## src/rtl/fifo_wr_arbiter_if.sv

```systemverilog
// Write-side bundle between the requesters, the round-robin arbiter and the FIFO.
// Handshake: a requester holds req_i/data_i/last_i stable; a word moves on any rising edge where ack_o is high.
interface fifo_wr_arbiter_if #(
  parameter int DWIDTH    = 8,
  parameter int AWIDTH    = 4,
  parameter int REQ_NUM   = 4,
  parameter int BURST_MAX = 4
);
  localparam int CW = $clog2(BURST_MAX + 1);

  logic [REQ_NUM-1:0]        req_i;
  logic [REQ_NUM*DWIDTH-1:0] data_i;
  logic [REQ_NUM-1:0]        last_i;
  logic [REQ_NUM-1:0]        ack_o;
  logic [REQ_NUM-1:0]        grant_o;
  logic                      wr_req_o;
  logic [DWIDTH-1:0]         wr_data_o;
  logic                      wr_full_i;
  logic [AWIDTH-1:0]         wr_usedw_i;
  logic                      busy_o;
  logic [CW-1:0]             beat_cnt_o;
  logic [AWIDTH-1:0]         status_usedw_o;

  modport slave (
    input  req_i, data_i, last_i, wr_full_i, wr_usedw_i,
    output ack_o, grant_o, wr_req_o, wr_data_o, busy_o, beat_cnt_o, status_usedw_o
  );

  modport master (
    output req_i, data_i, last_i, wr_full_i, wr_usedw_i,
    input  ack_o, grant_o, wr_req_o, wr_data_o, busy_o, beat_cnt_o, status_usedw_o
  );
endinterface

```

## src/rtl/fifo_wr_arbiter.sv

```systemverilog
// Round-robin owner of the FIFO write port: one burst per grant, every beat gated by wr_full_i.
// busy_o is the FSM state (IDLE=0, BURST=1) and beat_cnt_o its burst progress.
module fifo_wr_arbiter #(
  parameter int DWIDTH    = 8,
  parameter int REQ_NUM   = 4,
  parameter int BURST_MAX = 4
) (
  input  logic               clk_i,
  input  logic               srst_i,
  fifo_wr_arbiter_if.slave   bus
);
  localparam int IW = (REQ_NUM > 1) ? $clog2(REQ_NUM) : 1;
  localparam int CW = $clog2(BURST_MAX + 1);

  localparam logic [0:0] ST_IDLE  = 1'b0;
  localparam logic [0:0] ST_BURST = 1'b1;

  logic [0:0]         state_q, state_d;
  logic [REQ_NUM-1:0] grant_q, grant_d;
  logic [IW-1:0]      owner_q, owner_d;
  logic [IW-1:0]      rr_q, rr_d;
  logic [CW-1:0]      beat_q, beat_d;

  logic [IW-1:0]      cand;
  logic [IW-1:0]      win;
  logic               found;
  logic               xfer;
  logic [REQ_NUM-1:0] ack;
  logic [DWIDTH-1:0]  wr_data;

  always_comb begin
    state_d = state_q;
    grant_d = grant_q;
    owner_d = owner_q;
    rr_d    = rr_q;
    beat_d  = beat_q;
    cand    = '0;
    win     = '0;
    found   = 1'b0;
    xfer    = 1'b0;
    ack     = '0;
    wr_data = '0;

    if (state_q == ST_IDLE) begin
      // Scan starts just after the previous winner so every requester gets a turn.
      for (int i = 1; i <= REQ_NUM; i++) begin
        cand = IW'((int'(rr_q) + i) % REQ_NUM);
        if (!found && bus.req_i[cand]) begin
          found = 1'b1;
          win   = cand;
        end
      end
      if (found) begin
        grant_d      = '0;
        grant_d[win] = 1'b1;
        owner_d      = win;
        rr_d         = win;
        beat_d       = '0;
        state_d      = ST_BURST;
      end
    end else begin
      xfer         = bus.req_i[owner_q] & ~bus.wr_full_i;
      ack[owner_q] = xfer;
      wr_data      = bus.data_i[int'(owner_q)*DWIDTH +: DWIDTH];

      // A dropped request ends the burst even while the FIFO is full.
      if (!bus.req_i[owner_q]) begin
        state_d = ST_IDLE;
        grant_d = '0;
        beat_d  = '0;
      end else if (xfer) begin
        if (bus.last_i[owner_q] || (beat_q == CW'(BURST_MAX - 1))) begin
          state_d = ST_IDLE;
          grant_d = '0;
          beat_d  = '0;
        end else begin
          beat_d = beat_q + 1'b1;
        end
      end
    end
  end

  always_ff @(posedge clk_i) begin
    if (srst_i) begin
      state_q <= ST_IDLE;
      grant_q <= '0;
      owner_q <= '0;
      rr_q    <= IW'(REQ_NUM - 1);
      beat_q  <= '0;
    end else begin
      state_q <= state_d;
      grant_q <= grant_d;
      owner_q <= owner_d;
      rr_q    <= rr_d;
      beat_q  <= beat_d;
    end
  end

  assign bus.ack_o          = ack;
  assign bus.wr_req_o       = xfer;
  assign bus.wr_data_o      = wr_data;
  assign bus.grant_o        = grant_q;
  assign bus.busy_o         = (state_q == ST_BURST);
  assign bus.beat_cnt_o     = beat_q;
  assign bus.status_usedw_o = bus.wr_usedw_i;
endmodule

```

## src/flat_wrapper.sv

```systemverilog
// flat-port wrapper written by rule: the top's interface ports become plain ports
module fifo_wr_arbiter_flat 
#(
  parameter int DWIDTH    = 8,
  parameter int REQ_NUM   = 4,
  parameter int BURST_MAX = 4
)
  (clk_i, srst_i, bus_req_i, bus_data_i, bus_last_i, bus_wr_full_i, bus_wr_usedw_i, bus_ack_o, bus_grant_o, bus_wr_req_o, bus_wr_data_o, bus_busy_o, bus_beat_cnt_o, bus_status_usedw_o);
  fifo_wr_arbiter_if #(.DWIDTH(DWIDTH), .AWIDTH((4)), .REQ_NUM(REQ_NUM), .BURST_MAX(BURST_MAX)) bus_i ();
  input  logic clk_i;
  input  logic srst_i;
  input wire logic [$bits(bus_i.req_i)-1:0] bus_req_i;
  input wire logic [$bits(bus_i.data_i)-1:0] bus_data_i;
  input wire logic [$bits(bus_i.last_i)-1:0] bus_last_i;
  input wire logic [$bits(bus_i.wr_full_i)-1:0] bus_wr_full_i;
  input wire logic [$bits(bus_i.wr_usedw_i)-1:0] bus_wr_usedw_i;
  output wire logic [$bits(bus_i.ack_o)-1:0] bus_ack_o;
  output wire logic [$bits(bus_i.grant_o)-1:0] bus_grant_o;
  output wire logic [$bits(bus_i.wr_req_o)-1:0] bus_wr_req_o;
  output wire logic [$bits(bus_i.wr_data_o)-1:0] bus_wr_data_o;
  output wire logic [$bits(bus_i.busy_o)-1:0] bus_busy_o;
  output wire logic [$bits(bus_i.beat_cnt_o)-1:0] bus_beat_cnt_o;
  output wire logic [$bits(bus_i.status_usedw_o)-1:0] bus_status_usedw_o;
  assign bus_i.req_i = bus_req_i;
  assign bus_i.data_i = bus_data_i;
  assign bus_i.last_i = bus_last_i;
  assign bus_i.wr_full_i = bus_wr_full_i;
  assign bus_i.wr_usedw_i = bus_wr_usedw_i;
  assign bus_ack_o = bus_i.ack_o;
  assign bus_grant_o = bus_i.grant_o;
  assign bus_wr_req_o = bus_i.wr_req_o;
  assign bus_wr_data_o = bus_i.wr_data_o;
  assign bus_busy_o = bus_i.busy_o;
  assign bus_beat_cnt_o = bus_i.beat_cnt_o;
  assign bus_status_usedw_o = bus_i.status_usedw_o;
  fifo_wr_arbiter #(.DWIDTH(DWIDTH), .REQ_NUM(REQ_NUM), .BURST_MAX(BURST_MAX)) u_core (.clk_i(clk_i), .srst_i(srst_i), .bus(bus_i));
endmodule
```

## config.mk

```make
export PLATFORM = sky130hd
export DESIGN_NAME = fifo_wr_arbiter_flat
export DESIGN_NICKNAME = d
export VERILOG_FILES = /design/src/rtl/fifo_wr_arbiter_if.sv /design/src/rtl/fifo_wr_arbiter.sv /design/src/flat_wrapper.sv
export SDC_FILE = /design/constraint.sdc
export NUM_CORES = 1
export LEC_CHECK = 0
export ABC_AREA = 1
export CAP_MARGIN = 20
export CORE_MARGIN = 4
export CORE_UTILIZATION = 40
export DETAILED_ROUTE_END_ITERATION = 10
export GPL_ROUTABILITY_DRIVEN = 0
export PLACE_DENSITY = 0.89
export SYNTH_ARGS = -nofsm -noshare
export SYNTH_HDL_FRONTEND = slang
export SYNTH_SLANG_ARGS = --single-unit
```

## constraint.sdc

```tcl
create_clock -name clk_i -period 4.1 [get_ports clk_i]
set_input_delay 0.615 -clock clk_i [delete_from_list [all_inputs] [get_ports clk_i]]
set_output_delay 0.615 -clock clk_i [all_outputs]
set_load 0.05 [all_outputs]
```

==> metrics.md <==
| Metric | Value |
|---|---|
| Residual antenna-violating net count after detailed routing | `0` |
| Top cells by area, synth | `sky130_fd_sc_hd__dfxtp_1 (21%), sky130_fd_sc_hd__nand2_1 (15%), sky130_fd_sc_hd__a22oi_1 (11%), sky130_fd_sc_hd__nand2_2 (7.1%), sky130_fd_sc_hd__nor2_1 (6.3%)` |
| Number of warnings printed during yosys synthesis | `0` |
| TritonCTS Buffers | `3` |
| Total number of placement rows | `19` |
| Wire length after detailed routing | `3776 um` |
| Ports placed on the boundary | `72` |
| Beginning of the worst register-to-register path | `u_core.rr_q[0]$_SDFFE_PP1P_` |
| Area post-placement | `0.001758 sq mm` |
| Layout fillers | `233` |
| Total via count in the routed design | `1,451` |
| Ant diodes | `0` |
| Syn_area_per_cell | `6.270 sq um` |
| Share of the synthesized area in the top cell type | `21.05%` |
| Internal power | `0.0005269 W` |
| Core Box Area | `0.002734 sq mm` |
| Share of cells above drive strength 1 | `14.46%` |
| Pwr dens | `723.4 mW/mm^2` |
| Ranking of synthesized cells by instance count | `sky130_fd_sc_hd__nand2_1 (46), sky130_fd_sc_hd__nor2_1 (19), sky130_fd_sc_hd__a22oi_1 (16), sky130_fd_sc_hd__inv_1 (16), sky130_fd_sc_hd__nand2_2 (13)` |
| Depth of the worst register-to-register path | `9` |
| Worst slack, placed | `0.8517 ns` |
| Origin of the worst min-delay path | `u_core.bus.grant_o[0]$_SDFFE_PP0P_` |
| Distinct cells, synth | `25` |
| Flop-to-flop setup slack | `2.27 ns` |
| Setup-failing EPs final | `0` |
| Wire length per cell | `13.83 um` |
| Cell taking the most area after synthesis | `sky130_fd_sc_hd__dfxtp_1` |
| DR DRC count | `0` |
| Net switching component of the power | `0.0007612 W` |
| CTS tree | `done` |
| Critical Path AT | `2.63 ns` |
| Final min period | `3.248 ns` |
| Buffer levels on the longest clock path | `2` |
| Count leader, synth | `sky130_fd_sc_hd__nand2_1` |
| Number of I/O port buffers | `63` |
| Rel. slew slack | `66.17%` |
| Num Clock Sinks | `12` |
| Ratio of final minimum period to clock period | `79.23%` |
| Height of the chip | `61.41 um` |
| Worst Hold Depth | `2` |
| Number of buffers inserted by post-CTS setup repair | `0` |
| Die Outline Area | `0.003771 sq mm` |
| Max_cap viols | `0` |
| CTS resizes | `0` |
| Unrepaired setup endpoints after global routing | `no` |
| H-tree lvl count | `1` |
| Max-slew violation total from the final report | `0` |
| Count of mapped cells out of synthesis | `182` |
| Status | `finished clean` |
| Portion of the post-synthesis area used by sequential elements | `21.05%` |
| Number of antenna violations at the first check in global routing | `0` |
| WHS | `0.4775 ns` |
| First DRT Iteration DRCs | `102` |
| Pre-antenna DRT Iters | `4` |
| Fmax achieved | `307.9 MHz` |
| CP Class | `input port to output port` |
| Half-perimeter wire length after detailed placement | `3017 um` |
| Share of total power consumed by net switching | `59.10%` |
| Number of nets at the end of the flow | `293` |
| Worst clock skew | `0.001994 ns` |
| Kind of start point of the critical path | `input port` |
| Post-synth top flop | `sky130_fd_sc_hd__dfxtp_1` |
| Largest fanout on the critical path | `5` |
| Overall Global Routing Usage | `19.55%` |
| Die Wd | `61.41 um` |
| Logic gate share of total power | `76.5%` |
| Skew-Pair Late Insertion Delay | `0.27 ns` |
| Hold Vio Cnt, Final | `0` |
| Relative contribution of sequential cells to total power | `17.8%` |
| Clock share of power | `5.7%` |
| Crit path setup slack, layout | `0.8518 ns` |
| Req. time, crit path | `3.48 ns` |
| Proportion of register bits with asynchronous set or reset after synthesis | `0%` |
| Residual overflow from global routing | `0` |
| HP Class | `register to register` |
| Slew at the pin closest to its max-slew limit | `0.5059 ns` |
| Critical Path End Type | `output port` |
| Clock transition at path regs | `0.07 ns` |
| Vias per inst | `5.315` |
| Area of all placed cells without fillers | `0.001780 sq mm` |
| Effective utilization at floorplan | `41.74%` |
| Maximum VDD drop | `0.5004 mV` |
| Total Negative Setup Slacks | `0 ns` |
| Endpoint of the worst register-to-register path | `u_core.bus.grant_o[3]$_SDFFE_PP0P_` |
| First-pass GRT wire length | `5630 um` |
| Pin count of the biggest net entering global routing | `13` |
| Leakage | `0.8063 nW` |
| Cell at the root of the clock tree | `sky130_fd_sc_hd__clkbuf_4` |
| Number of enable-type register cells in the synthesized netlist | `0` |
| Hold buffer count at CTS | `0` |
| Synth Register Bits | `12` |
| Worst-case hold path end point | `u_core.bus.grant_o[0]$_SDFFE_PP0P_` |
| Number of global-route vias before repair | `1,270` |
| Net count of the mapped netlist | `231` |
| Area added between synthesis and finish | `56.03%` |
| Cell Area, Synth | `0.001141 sq mm` |
[routing by layer]
metal	track usage, %	up-vias	part of all wire (%)
met5	0	-	0
met3	5.031	4	15
met1	24.09	653	38
met2	33.69	72	46
met4	5.455	0	0.56
li1	-	722	-
[power by group through the flow]
stage          clock (W)  sequential, W  combinational (W)
6_report       0.0000730       0.000230           0.000985
5_1_grt        0.0000810       0.000236            0.00107
4_1_cts        0.0000756       0.000228           0.000988
3_5_place_dp           0       0.000230           0.000984
3_3_place_gp           0       0.000230           0.000969
2_1_floorplan          0       0.000308           0.000652
[metrics by stage]
step,instances,total power (W),util (%)
after floorplan,182,0.0009595,-
after global placement,270,0.001199,64.30
after detailed placement,270,0.001214,64.30
after CTS,273,0.001291,65.13
after global routing,273,0.001388,65.13
final,273,0.001288,65.13
[placed cells by master (no fill, tap or decap), types with 4 or more instances in the layout]
cell / count
sky130_fd_sc_hd__inv_1: 16
sky130_fd_sc_hd__dfxtp_1: 12
sky130_fd_sc_hd__o21ai_0: 4
sky130_fd_sc_hd__a21oi_1: 11
sky130_fd_sc_hd__nor2_1: 19
sky130_fd_sc_hd__nand2_1: 46
sky130_fd_sc_hd__inv_2: 6
sky130_fd_sc_hd__nand3_1: 10
sky130_fd_sc_hd__a22oi_1: 16
sky130_fd_sc_hd__nand2_2: 13
sky130_fd_sc_hd__clkdlybuf4s50_1: 63
[registers in the layout, summed over array words and instances (netlist names)]
name and cells:
u_core.bus.beat_cnt_o 3, u_core.owner_q 2, u_core.rr_q 2, u_core.bus.grant_o 4, u_core.bus.busy_o 1
[cells by family (layout without fill, tap and decap cells)]
kind of cell	count (synthesis)	in the layout	synth area share, %
DFF	12	12	21.05
buffers and inverters	30	90	12.61
adders and majority gates	2	2	2.193
and+or+nand+nor	99	99	41.67
AOI/OAI and AO/OA	39	39	22.48
[cell type report]
type                       count  area (sq um)  area share (%)
tap                           31         38.79           2.178
clock buffer                   3         22.52           1.265
timing repair buffer          63         630.6           35.42
sequential                    12         240.2           13.49
inverter                      24         91.34           5.130
multi-input combinational    140         757.0           42.52
[worst max path at each step]
stage                    to          from  slack, ns
3_3_place_gp   bus_ack_o[0]  bus_req_i[1]       0.86
2_1_floorplan  bus_ack_o[0]  bus_req_i[1]       1.37
6_report       bus_ack_o[0]  bus_req_i[2]       0.85
3_5_place_dp   bus_ack_o[0]  bus_req_i[1]       0.85
4_1_cts        bus_ack_o[0]  bus_req_i[2]       0.85
5_1_grt        bus_ack_o[0]  bus_req_i[1]       0.74
[worst max-delay path: stages]
cell                              delay [ns]
sky130_fd_sc_hd__clkdlybuf4s50_1        0.51
sky130_fd_sc_hd__inv_1                  0.08
sky130_fd_sc_hd__o21ai_2                0.14
sky130_fd_sc_hd__nor2_2                 0.07
sky130_fd_sc_hd__nor2_1                 0.08
sky130_fd_sc_hd__nand2_1                0.15
sky130_fd_sc_hd__nor3_1                 0.17
sky130_fd_sc_hd__clkdlybuf4s50_1        0.83
(Power assumes the default switching activity.)
